### src/rtl/pooling_ctrl.sv
// pooling_ctrl: per-cycle address/control generator for 2x2, stride-2 max pooling.
//
// Fills row buffer 1 then row buffer 2 from a pixel stream. It then sweeps column
// pairs across both buffers, and repeats this for every row pair of the frame.
// All outputs are registered. Each output shows the action taken by the state
// on the previous enabled edge, so no input reaches an output combinationally.
//
// Ports:
//   clk_i        clock, rising edge
//   rst_i        synchronous reset, active-high
//   enable_i     global advance; 0 freezes state, counters and outputs
//   start_i      frame start pulse, honoured only in idle
//   in_valid_i   pixel present on the stream (fill states only)
//   adrs1_o      row-buffer-1 address
//   adrs2_o      row-buffer-2 address
//   adrs_out_o   pooled-result address
//   mux_en_o     comparator column select (0 even, 1 odd)
//   wr_ctrl1_o   row-buffer-1 write strobe
//   wr_ctrl2_o   row-buffer-2 write strobe
//   out_valid_o  pooled result complete at adrs_out_o
//   pool_done_o  one-cycle frame-complete pulse
//   busy_o       high whenever not idle
//   start_err_o  sticky start-while-busy flag (only with POOL_CTRL_START_ERR_EN)
//
// Build option: define POOL_CTRL_START_ERR_EN to add start_err_o.
module pooling_ctrl #(
    parameter int unsigned ADDRESS_NUM = 4,
    parameter int unsigned FMAP_W      = 8,
    parameter int unsigned FMAP_H      = 4
) (
    input  logic                   clk_i,
    input  logic                   rst_i,
    input  logic                   enable_i,
    input  logic                   start_i,
    input  logic                   in_valid_i,
    output logic [ADDRESS_NUM-1:0] adrs1_o,
    output logic [ADDRESS_NUM-1:0] adrs2_o,
    output logic [ADDRESS_NUM-1:0] adrs_out_o,
    output logic                   mux_en_o,
    output logic                   wr_ctrl1_o,
    output logic                   wr_ctrl2_o,
    output logic                   out_valid_o,
    output logic                   pool_done_o,
    output logic                   busy_o
`ifdef POOL_CTRL_START_ERR_EN
    ,
    output logic                   start_err_o
`endif
);

    localparam logic [ADDRESS_NUM-1:0] ColLast  = ADDRESS_NUM'(FMAP_W - 1);
    localparam logic [ADDRESS_NUM-1:0] KLast    = ADDRESS_NUM'(FMAP_W / 2 - 1);
    localparam logic [ADDRESS_NUM-1:0] PairLast = ADDRESS_NUM'(FMAP_H / 2 - 1);
    localparam logic [ADDRESS_NUM-1:0] HalfW    = ADDRESS_NUM'(FMAP_W / 2);
    localparam logic [ADDRESS_NUM-1:0] AdrsOne  = ADDRESS_NUM'(1);

    typedef enum logic [2:0] {
        StIdle,
        StFill1,
        StFill2,
        StPool,
        StDone
    } state_e;

    state_e                 state_q, state_d;
    logic [ADDRESS_NUM-1:0] col_q, col_d;
    logic [ADDRESS_NUM-1:0] k_q, k_d;
    logic                   ph_q, ph_d;
    logic [ADDRESS_NUM-1:0] pair_q, pair_d;

    logic [ADDRESS_NUM-1:0] adrs1_q, adrs1_d;
    logic [ADDRESS_NUM-1:0] adrs2_q, adrs2_d;
    logic [ADDRESS_NUM-1:0] adrs_out_q, adrs_out_d;
    logic                   mux_en_q, mux_en_d;
    logic                   wr1_q, wr1_d;
    logic                   wr2_q, wr2_d;
    logic                   out_valid_q, out_valid_d;
    logic                   pool_done_q, pool_done_d;

    // Column address within the pair sweep: 2*k + ph.
    logic [ADDRESS_NUM-1:0] pool_adrs;
    assign pool_adrs = (k_q << 1) | ADDRESS_NUM'(ph_q);

    always_comb begin
        // Everything holds unless an enabled edge says otherwise.
        state_d     = state_q;
        col_d       = col_q;
        k_d         = k_q;
        ph_d        = ph_q;
        pair_d      = pair_q;
        adrs1_d     = adrs1_q;
        adrs2_d     = adrs2_q;
        adrs_out_d  = adrs_out_q;
        mux_en_d    = mux_en_q;
        wr1_d       = wr1_q;
        wr2_d       = wr2_q;
        out_valid_d = out_valid_q;
        pool_done_d = pool_done_q;

        if (enable_i) begin
            wr1_d       = 1'b0;
            wr2_d       = 1'b0;
            out_valid_d = 1'b0;
            mux_en_d    = 1'b0;
            pool_done_d = 1'b0;

            unique case (state_q)
                StIdle: begin
                    adrs1_d    = '0;
                    adrs2_d    = '0;
                    adrs_out_d = '0;
                    if (start_i) begin
                        state_d = StFill1;
                    end
                end
                StFill1: begin
                    // Address tracks the column even on a gap so it visibly holds.
                    adrs1_d = col_q;
                    wr1_d   = in_valid_i;
                    if (in_valid_i) begin
                        if (col_q == ColLast) begin
                            col_d   = '0;
                            state_d = StFill2;
                        end else begin
                            col_d = col_q + AdrsOne;
                        end
                    end
                end
                StFill2: begin
                    adrs2_d = col_q;
                    wr2_d   = in_valid_i;
                    if (in_valid_i) begin
                        if (col_q == ColLast) begin
                            col_d   = '0;
                            state_d = StPool;
                        end else begin
                            col_d = col_q + AdrsOne;
                        end
                    end
                end
                StPool: begin
                    adrs1_d     = pool_adrs;
                    adrs2_d     = pool_adrs;
                    mux_en_d    = ph_q;
                    out_valid_d = ph_q;
                    adrs_out_d  = pair_q * HalfW + k_q;
                    ph_d        = ~ph_q;
                    if (ph_q) begin
                        if (k_q == KLast) begin
                            k_d = '0;
                            if (pair_q == PairLast) begin
                                state_d = StDone;
                            end else begin
                                pair_d  = pair_q + AdrsOne;
                                state_d = StFill1;
                            end
                        end else begin
                            k_d = k_q + AdrsOne;
                        end
                    end
                end
                StDone: begin
                    pool_done_d = 1'b1;
                    adrs1_d     = '0;
                    adrs2_d     = '0;
                    adrs_out_d  = '0;
                    col_d       = '0;
                    k_d         = '0;
                    ph_d        = 1'b0;
                    pair_d      = '0;
                    state_d     = StIdle;
                end
                default: begin
                    state_d = StIdle;
                end
            endcase
        end
    end

    always_ff @(posedge clk_i) begin
        if (rst_i) begin
            state_q     <= StIdle;
            col_q       <= '0;
            k_q         <= '0;
            ph_q        <= 1'b0;
            pair_q      <= '0;
            adrs1_q     <= '0;
            adrs2_q     <= '0;
            adrs_out_q  <= '0;
            mux_en_q    <= 1'b0;
            wr1_q       <= 1'b0;
            wr2_q       <= 1'b0;
            out_valid_q <= 1'b0;
            pool_done_q <= 1'b0;
        end else begin
            state_q     <= state_d;
            col_q       <= col_d;
            k_q         <= k_d;
            ph_q        <= ph_d;
            pair_q      <= pair_d;
            adrs1_q     <= adrs1_d;
            adrs2_q     <= adrs2_d;
            adrs_out_q  <= adrs_out_d;
            mux_en_q    <= mux_en_d;
            wr1_q       <= wr1_d;
            wr2_q       <= wr2_d;
            out_valid_q <= out_valid_d;
            pool_done_q <= pool_done_d;
        end
    end

`ifdef POOL_CTRL_START_ERR_EN
    logic start_err_q;

    always_ff @(posedge clk_i) begin
        if (rst_i) begin
            start_err_q <= 1'b0;
        end else if (enable_i && start_i && busy_o) begin
            start_err_q <= 1'b1;
        end
    end

    assign start_err_o = start_err_q;
`endif

    assign adrs1_o     = adrs1_q;
    assign adrs2_o     = adrs2_q;
    assign adrs_out_o  = adrs_out_q;
    assign mux_en_o    = mux_en_q;
    assign wr_ctrl1_o  = wr1_q;
    assign wr_ctrl2_o  = wr2_q;
    assign out_valid_o = out_valid_q;
    assign pool_done_o = pool_done_q;
    assign busy_o      = (state_q != StIdle);

endmodule

### config.mk
export PLATFORM = sky130hd
export DESIGN_NAME = pooling_ctrl
export DESIGN_NICKNAME = d
export VERILOG_FILES = /design/src/rtl/pooling_ctrl.sv
export SDC_FILE = /design/constraint.sdc
export NUM_CORES = 1
export LEC_CHECK = 0
export CORE_MARGIN = 2
export CORE_UTILIZATION = 25
export DETAILED_ROUTE_END_ITERATION = 7
export SKIP_CTS_REPAIR_TIMING = 1
export SYNTH_ARGS = -nofsm -noshare
export SYNTH_HDL_FRONTEND = slang
export SYNTH_SLANG_ARGS = --single-unit
export TNS_END_PERCENT = 1
### constraint.sdc
create_clock -name clk_i -period 1.85 [get_ports clk_i]
set_input_delay 0.185 -clock clk_i [delete_from_list [all_inputs] [get_ports clk_i]]
set_output_delay 0.185 -clock clk_i [all_outputs]
set_load 0.01 [all_outputs]
==> flow_summary_export.csv <==
group,metric,value,unit
floorplanning,start_util,26.04,%
floorplanning,die_w,85.56,um
critical_path,worstPathMaxFanout,4,
finish,fin_nets,246,
logic_synthesis,synth_top_area_share,38.53,%
global_routing,grt_use_total,12.20,%
floorplanning,core_region_area,6386,um2
critical_path,r2r_setup_slack,170,ps
clocking,clock_latency,290,ps
job,drv_cap,0,
timing,rsz0062_at_grt,"false",
place,post_dp_cell_area,2081,um2
routing,postRouteAntennaNets,0,
logic_synthesis,synth_area_leader_cell,"dfxtp_1",
pwr,irDropWorstVdd,344.6,uV
finish,antenna_cells,0,
critical_path,setup.worst_path.start_class,"register",
logic_synthesis,syn_nets,209,
outcome,outcome,"finished clean",
timing,fmax,595.1,MHz
place,port_buffers,22,
finish,drive_gt1_share,16.88,%
pwr,combPwrFrac,8.8,%
logic_synthesis,synth_seq_cells,32,
place,gp_congestion,0.8505,
pwr,p_switching,0.0003506,W
finish,final_area,2193,um2
critical_path,crit_family,"compound AO/OA/AOI/OAI gates",
critical_path,cp.required,2070,ps
global_routing,grt_pass1_vias,1469,
critical_path,cp_slowest_cell,"dfxtp_1",
pwr,total_leakage_power,0.8069,nW
finish,final_cell_mix,"33 x nor2_1, 30 x dfxtp_1, 21 x clkdlybuf4s50_1",
timing,slew-limit-headroom,74.34,%
timing,maxSlewViolCount,0,
clocking,path_clk_slew,70,ps
routing,via_count,1561,
place,dp.final_hpwl,3170,um
logic_synthesis,syn-instance-count,199,
global_routing,grt_first_pass_wirelength,7120,um
timing,hold_viol,0,
timing,setup_viol,0,
pwr,seqPwrFrac,46.9,%
logic_synthesis,synth_area,1663,um2
timing,period_minus_slack,1680,ps
finish,area_delta_synth_final,31.90,%
routing,drtIter0Drc,67,
clocking,tritoncts,"done",
pwr,clockPowerShare,44.4,%
floorplanning,ios,23,
critical_path,end_kind,"register",
pwr,swShare,23.12,%
logic_synthesis,synth_cell_types,51,
critical_path,critPathArrivalTime,1900,ps
timing,hold_ws,489.1,ps
pwr,powerDensity,691.2,nW/um2
logic_synthesis,syn_area_per_cell,8.356,um2
pwr,power.total,0.001516,W
global_routing,grt_antenna_before_repair,0,
critical_path,critPathKind,"register to register",
clocking,root_buffer,"clkbuf_8",
routing,drt_pre_antenna_iters,4,
finish,layout_commonest_cell,"nor2_1",
routing,viasPerCell,4.971,
routing,drt_wl_total,4235,um
logic_synthesis,synth.area.top_cells,"dfxtp_1 39%, nor2_1 7.4%, a21oi_1 4.2%",
clocking,numCtsBuffers,5,
clocking,cts_max_level,2,
finish,stdcell_count,314,
clocking,cts_sinks,32,
logic_synthesis,synth-seq-area-share,38.53,%
timing,worst_pin_slew,383.7,ps
floorplanning,placementRows,29,
global_routing,globalRouteOverflowTotal,0,
clocking,clock_path_buffers,2,
routing,drc,0,
timing,fin_skew,9.264,ps
pwr,internal_power,0.001165,W
global_routing,grt_max_degree,17,
floorplanning,dieArea,7320,um2
timing,min_period_over_period,90.83,%
floorplanning,fp.dieH,85.56,um
critical_path,crit_chain,"ha_1 > and3b_1 > o41ai_1 > a311oi_1 > o311ai_0 > o21ai_0",
critical_path,slowest_delay,400,ps
critical_path,crit_buf_inv,0,
worst_hold_path,hp-class,"register to register",
logic_synthesis,yosys_warnings,0,
place,dp_cells,306,
routing,wl_per_cell,13.49,um
==> state kept, by name, summed over array words and instances (netlist names), 3 cells and up <==
name,flops
k_q,4
pair_q,4
adrs1_o,4
state_q,3
col_q,4
adrs_out_o,4
adrs2_o,4
==> final timing paths <==
check / startpoint / endpoint / depth (start not counted)
worst min register to register: out_valid_o / out_valid_o / 2
worst max register to register: col_q[1] / state_q[0] / 6
worst max-delay path: col_q[1] / state_q[0] / 6
worst min-delay path: out_valid_o / out_valid_o / 2
==> final cells by class <==
class,count,area (um2)
timing repair buffer,43,392.9
clock buffer,6,72.57
multi-input combinational,148,930.9
inverter,6,22.52
tap,77,96.34
fill,686,4193
sequential,32,643.1
clock inverter,2,35.03
==> cell families after synthesis <==
group / share of synthesized area (%)
DFF: 38.52
AOI/OAI and AO/OA: 21.82
muxes: 1.881
adders and majority gates: 3.762
and+or+nand+nor: 26.94
buffers and inverters: 5.492
xor gates and xnor gates: 1.580
==> layer usage <==
metal / part of all wire, % / GRT usage [%] / up-vias / wire length (um)
li1: - / - / 799 / -
met1: 47 / 16.17 / 729 / 1972
met2: 48 / 19.74 / 28 / 2053
met3: 3.3 / 2.887 / 5 / 138
met4: 1.7 / 3.608 / 0 / 71
met5: 0 / 0 / - / 0
==> power by group through the flow <==
stage	registers, W	logic, W	clock network (W)
floorplan	0.000729	0.0000651	0
global placement	0.000726	0.000133	0
detailed placement	0.000727	0.000134	0
CTS	0.000711	0.000134	0.000687
global route	0.000712	0.000146	0.000716
finish	0.000710	0.000133	0.000673
==> stage by stage <==
step / util (%) / worst slack [ps] / TNS (ps)
after floorplan: - / 298.6 / 0
after global placement: 32.58 / 127.1 / 0
final: 34.35 / 169.7 / 0
after detailed placement: 32.58 / 82.63 / 0
after CTS: 34.27 / -76.89 / -76.89
after global routing: 34.35 / 28.69 / 0
==> worst register-to-register path: stages, from the launching register on <==
cell      delay [ps]
dfxtp_1          400
ha_1             220
and3b_1          260
o41ai_1          110
a311oi_1         320
o311ai_0         210
o21ai_0          100
==> Yosys cell counts (all sizes together) <==
master and instances:
a311oi 2, nor2b 4, dfxtp 32, nand4bb 1
o311ai 1, a32oi 1, mux2 1, nor2 34
and4bb 1, o21ai 11, o31ai 1, nand2b 1
clkinv 1, and3 1, nor3 4, buf 7
a211oi 8, and3b 1, ha 5, a2111oi 1
nor3b 4, a41oi 1, a22o 1, nand2 11
nor4 1, nand3b 4, nand3 3, inv 5
nor4bb 2, o31a 1, a21oi 14, nand4 4
xnor2 3, clkbuf 6, o22ai 1, a31o 1
a31oi 2, mux2i 2, o41ai 1, a22oi 8
or3 5, or3b 1
Power figures use the tool's default switching activity.
